--- config.mk ---
export PLATFORM = sky130hd
export DESIGN_NAME = call_return_sequencer
export DESIGN_NICKNAME = d
export VERILOG_FILES = /design/src/rtl/call_return_sequencer_pkg.sv /design/src/rtl/call_return_sequencer_stack_depth_tracker.sv /design/src/rtl/call_return_sequencer.sv
export SDC_FILE = /design/constraint.sdc
export NUM_CORES = 1
export LEC_CHECK = 0
export ABC_AREA = 0
export ABC_CLOCK_PERIOD_IN_PS = 4300
export CAP_MARGIN = 20
export CORE_ASPECT_RATIO = 1.1
export CORE_UTILIZATION = 45
export CTS_CLUSTER_DIAMETER = 30
export CTS_CLUSTER_SIZE = 20
export DETAILED_ROUTE_END_ITERATION = 7
export DONT_BUFFER_PORTS = 1
export GPL_TIMING_DRIVEN = 0
export SETUP_SLACK_MARGIN = 0.02
export SLEW_MARGIN = 20
export SYNTH_ARGS = -nofsm -noshare
export SYNTH_HDL_FRONTEND = slang
export SYNTH_HIERARCHICAL = 1
export SYNTH_SLANG_ARGS = --single-unit
--- constraint.sdc ---
create_clock -name clk -period 4.3 [get_ports clk]
set_clock_uncertainty 0.05 [all_clocks]
set_input_delay 0.86 -clock clk [delete_from_list [all_inputs] [get_ports clk]]
set_output_delay 0.86 -clock clk [all_outputs]
set_load 0.1 [all_outputs]
--- src/rtl/call_return_sequencer_pkg.sv ---
// Shared types for the call/return sequencer: run/trap state and trap-cause codes.
package call_return_sequencer_pkg;

    localparam int AW_DEF = 9;

    typedef enum logic {
        ST_RUN  = 1'b0,
        ST_TRAP = 1'b1
    } state_t;

    typedef enum logic [1:0] {
        CAUSE_NONE    = 2'd0,
        CAUSE_OVF     = 2'd1,
        CAUSE_UNF     = 2'd2,
        CAUSE_ILLEGAL = 2'd3
    } cause_t;

endpackage

--- src/rtl/call_return_sequencer_stack_depth_tracker.sv ---
// Up/down occupancy counter mirroring the return-address stack, with full/empty flags.
module stack_depth_tracker
    import call_return_sequencer_pkg::*;
#(
    parameter int DEPTH = 2,
    parameter int DW    = $clog2(DEPTH + 1)
) (
    input  logic          clk,
    input  logic          rst,
    input  logic          push,
    input  logic          pop,
    output logic [DW-1:0] depth,
    output logic          full,
    output logic          empty
);

    assign full  = (depth == DW'(DEPTH));
    assign empty = (depth == '0);

    always_ff @(posedge clk) begin
        if (rst) begin
            depth <= '0;
        end else if (push && !pop && !full) begin
            depth <= depth + DW'(1);
        end else if (pop && !push && !empty) begin
            depth <= depth - DW'(1);
        end
    end

endmodule

--- src/rtl/call_return_sequencer.sv ---
// PC sequencer driving a small return-address stack; traps on stack misuse
// because the stack itself has no overflow/underflow guard.
module call_return_sequencer
    import call_return_sequencer_pkg::*;
#(
    parameter int            AW       = AW_DEF,
    parameter int            DEPTH    = 2,
    parameter logic [AW-1:0] RESET_PC = '0,
    parameter logic [AW-1:0] TRAP_VEC = {AW{1'b1}},
    localparam int           DW       = $clog2(DEPTH + 1)
) (
    input  logic          clk,
    input  logic          rst,
    input  logic          stall,
    input  logic          is_call,
    input  logic          is_ret,
    input  logic          is_jump,
    input  logic          br_taken,
    input  logic [AW-1:0] target,
    output logic [AW-1:0] pc,
    output logic          stk_push,
    output logic          stk_pop,
    output logic [AW-1:0] stk_wdata,
    input  logic [AW-1:0] stk_rdata,
    output logic [DW-1:0] depth,
    output logic          trap,
    output logic [1:0]    trap_cause
);

    state_t state;
    cause_t cause;
    logic   full;
    logic   empty;
    logic   active;
    logic   trap_req;
    cause_t trap_kind;

    assign active     = !rst && !stall && (state == ST_RUN);
    assign stk_push   = active && is_call && !is_ret && !full;
    assign stk_pop    = active && is_ret && !is_call && !empty;
    assign stk_wdata  = pc + AW'(1);
    assign trap_cause = cause;

    // Illegal combination outranks underflow, which outranks overflow.
    always_comb begin
        trap_req  = 1'b0;
        trap_kind = CAUSE_NONE;
        if (is_call && is_ret) begin
            trap_req  = 1'b1;
            trap_kind = CAUSE_ILLEGAL;
        end else if (is_ret && empty) begin
            trap_req  = 1'b1;
            trap_kind = CAUSE_UNF;
        end else if (is_call && full) begin
            trap_req  = 1'b1;
            trap_kind = CAUSE_OVF;
        end
    end

    always_ff @(posedge clk) begin
        if (rst) begin
            pc    <= RESET_PC;
            state <= ST_RUN;
            trap  <= 1'b0;
            cause <= CAUSE_NONE;
        end else if (state == ST_TRAP) begin
            pc <= TRAP_VEC;
        end else if (!stall) begin
            if (trap_req) begin
                state <= ST_TRAP;
                trap  <= 1'b1;
                cause <= trap_kind;
                pc    <= TRAP_VEC;
            end else if (stk_pop) begin
                pc <= stk_rdata;
            end else if (stk_push || is_jump || br_taken) begin
                pc <= target;
            end else begin
                pc <= stk_wdata;
            end
        end
    end

    stack_depth_tracker #(
        .DEPTH (DEPTH),
        .DW    (DW)
    ) u_depth (
        .clk   (clk),
        .rst   (rst),
        .push  (stk_push),
        .pop   (stk_pop),
        .depth (depth),
        .full  (full),
        .empty (empty)
    );

    a_no_push_and_pop : assert property (@(posedge clk) !(stk_push && stk_pop));
    a_depth_bounded   : assert property (@(posedge clk) disable iff (rst) depth <= DW'(DEPTH));

endmodule

==> results.yml <==
grt:
  grt_pass1_vias: 912
  antenna_found_initial: 0
  grt.total_usage_pct: 23.7
  globalRouteOverflowTotal: 0
  grt_pass1_wl_um: 3980
  grt_max_degree: 11
synth:
  yosys.cell_types.count: 39
  syn_area_um2: 987
  ys_warn_count: 6
  synth_fp_nets: 149
  synth_ff_type: "dfxtp_1"
  yosysTopAreaCell: "dfxtp_1"
  synth_edf_count: 0
  synthTopCellsByArea: "dfxtp_1 (30%), nor2_1 (5.7%), nand3_1 (4.6%), nand2_1 (4.2%), a21oi_1 (3.0%)"
  synth_cells: 123
  yosysSeqAreaShare_pct: 30.4
  ys_seq_elements: 15
  synth-async-reset-ratio_pct: 0
  post-synth-top-area-fraction_pct: 30.4
  syn_avg_cell_area_um2: 8.03
layout:
  final_cell_mix: "nor2_1 (15), dfxtp_1 (13), nand2_1 (11), nand3_1 (9), a21oi_1 (6)"
  nFillCells: 215
  final_common_cell: "nor2_1"
  antennaDiodeCount: 0
  fin_util_pct: 54.7
  multi_input_area_um2: 691
  stdcell_area_um2: 1120
  seqCellArea_um2: 303
  area_delta_synth_final_pct: 13.1
  layout-drive-gt1-share_pct: 18.6
  nNetsFinal: 156
setup_path:
  rr_startpoint: "u_depth/depth[0]$_SDFFE_PP0P_"
  worstPathMaxFanout: 7
  cp.arrival_ns: 2.79
  timing.rr.end: "pc[2]$_SDFFE_PP0P_"
  crit_required_ns: 3.39
  path_class: "reg2out"
  rrSetupSlack_ns: 1.07
  end_kind: "primary output"
  ff2ff_path_depth: 6
  startpoint_type: "flop"
routing:
  first_pass_iters: 4
  vias_per_cell: 6.13
  routed_wire_length_per_instance_um: 17.0
  drt_wl_total_um: 2670
  dr_total_vias: 962
  drtIter0Drc: 22
  ant_nets: 0
  drc_errors: 0
floorplan:
  core-area_um2: 2040
  die-area_um2: 2390
  fp-row-count: 17
  ioPinCount: 50
  die_h_um: 51.1
  start_util_pct: 48.3
  die_w_um: 46.7
timing:
  hold_violations: 0
  fin_ws_ns: 0.599
  maxSlewHeadroom_pct: 23.7
  setup_viol: 0
  period_share_pct: 86.1
  min_period_ns: 3.70
  slew_violations: 0
  max_freq_mhz: 270
  tns_ns: 0
  rsz0062_at_grt: "false"
  tightest_slew_ns: 1.14
power_and_ir_drop:
  comb_power_share_pct: 31.5
  p_int_mw: 0.223
  p_clk_share_pct: 17.6
  swShare_pct: 54.4
  power_switching_mw: 0.267
  irDropWorstVdd_uv: 209
  powerDensity_nw_per_um2: 440
  total_power_mw: 0.491
  cellLeakagePower_nw: 0.423
  seq_power_share_pct: 51.0
placed_design:
  place_area_um2: 1090
  gp_congestion: 0.727
  place_ws_ns: 0.917
  hpwlAfterDp_um: 1940
  placement.io_buffers: 0
min_path:
  min_path_type: "reg2reg"
  worstHoldEndpoint: "state$_SDFF_PP0_"
  worstHoldStart: "state$_SDFF_PP0_"
  holdPathStages: 2
run:
  drv_cap: 0
clocking:
  cts_repair_resize_count: 0
  cts_tree: "yes"
  htreeDepth: 1
  cts_setup_buffers: 0
  cts.reportedPaths.clkPinSlew_ns: 0.10
  cts_buffers: 3
  cts_buffer_depth: 2
  clk_latency_ns: 0.30
  cts-root-buf: "clkbuf_4"
  postCtsHoldBufs: 0
  cts.sinks: 15
run_status:
  outcome: "finished clean"
## sequential cells by signal (all words and copies together) (netlist names)
| signal | cells |
|---|---|
| pc | 9 |
| u_depth/depth | 2 |
| trap_cause | 2 |
| trap | 1 |
| state | 1 |
## worst max path at each step
stage          slack, ns            to  depth (start not counted)               start
2_1_floorplan       0.24  stk_wdata[4]                          3  pc[0]$_SDFFE_PP0P_
3_3_place_gp        0.10  stk_wdata[4]                          3  pc[0]$_SDFFE_PP0P_
3_5_place_dp        0.92  stk_wdata[8]                          4  pc[0]$_SDFFE_PP0P_
4_1_cts             0.58  stk_wdata[8]                          4  pc[0]$_SDFFE_PP0P_
5_1_grt             0.48  stk_wdata[8]                          4  pc[0]$_SDFFE_PP0P_
6_report            0.60  stk_wdata[8]                          4  pc[0]$_SDFFE_PP0P_
## metrics by stage
stage | std cells | hold WS [ns]
after floorplan | 123 | 0.466
after global placement | 151 | 0.489
after detailed placement | 153 | 0.501
after CTS | 157 | 0.518
after global routing | 157 | 0.548
final | 157 | 0.512
## kinds of logic (layout without fill, tap and decap cells)
logic type,after synthesis,after routing,synth area share (%)
mux,3,3,3.04
simple gates,56,56,28.3
buf+inv,8,14,3.04
fa+ha+maj,1,1,1.27
compound gates,37,37,31.3
flops,15,15,30.4
xor+xnor,3,3,2.66
## area by class of cell
cell class,count,share of cell area [%]
inverters,5,1.68
well taps,28,3.14
clock buffers,3,2.02
repair buffers,2,2.69
flip-flops and latches,15,27.1
clock inverters,1,0.448
plain buffers,3,1.01
multi-input cells,100,61.9
## layer usage
| metal | up-vias | global-route usage (%) | share of wire [%] | wire (µm) |
|---|---|---|---|---|
| met5 | - | 0 | 0 | 0 |
| met4 | 0 | 10.0 | 1.6 | 42 |
| met3 | 5 | 8.13 | 8.8 | 235 |
| met2 | 45 | 38.9 | 49 | 1290 |
| met1 | 441 | 27.0 | 41 | 1090 |
| li1 | 471 | - | - | - |
## power by group through the flow
stage          Sequential, mW  Clock [mW]  Combinational (mW)
5_1_grt                 0.253      0.0960               0.163
6_report                0.250      0.0863               0.154
2_1_floorplan           0.246           0               0.134
3_5_place_dp            0.253           0               0.154
3_3_place_gp            0.250           0               0.142
4_1_cts                 0.250      0.0889               0.155
## cells in the mapped netlist, types with 2 or more instances
| library cell | number |
|---|---|
| dfxtp_1 | 15 |
| nor2_1 | 15 |
| nand2_1 | 11 |
| nand3_1 | 9 |
| a21oi_1 | 6 |
| inv_1 | 5 |
| nor3_1 | 5 |
| o211ai_1 | 4 |
| a31oi_1 | 3 |
| mux2i_1 | 3 |
| o21a_1 | 3 |
| o221ai_1 | 3 |
| or2_2 | 3 |
| a2111oi_2 | 2 |
| a211oi_1 | 2 |
| a21o_1 | 2 |
| a311oi_1 | 2 |
| and3_2 | 2 |
| clkbuf_1 | 2 |
| nor2b_1 | 2 |
| nor3b_1 | 2 |
| o21ai_0 | 2 |
| o21ba_2 | 2 |
| o2bb2ai_1 | 2 |
| xnor2_1 | 2 |
## worst max-delay path, stage by stage, from the launching register on
cell and delay (ns):
dfxtp_1 1.09, ha_1 0.47, nand3_1 0.14, o21a_1 0.25
or2_2 0.53
(Power assumes the default switching activity.)
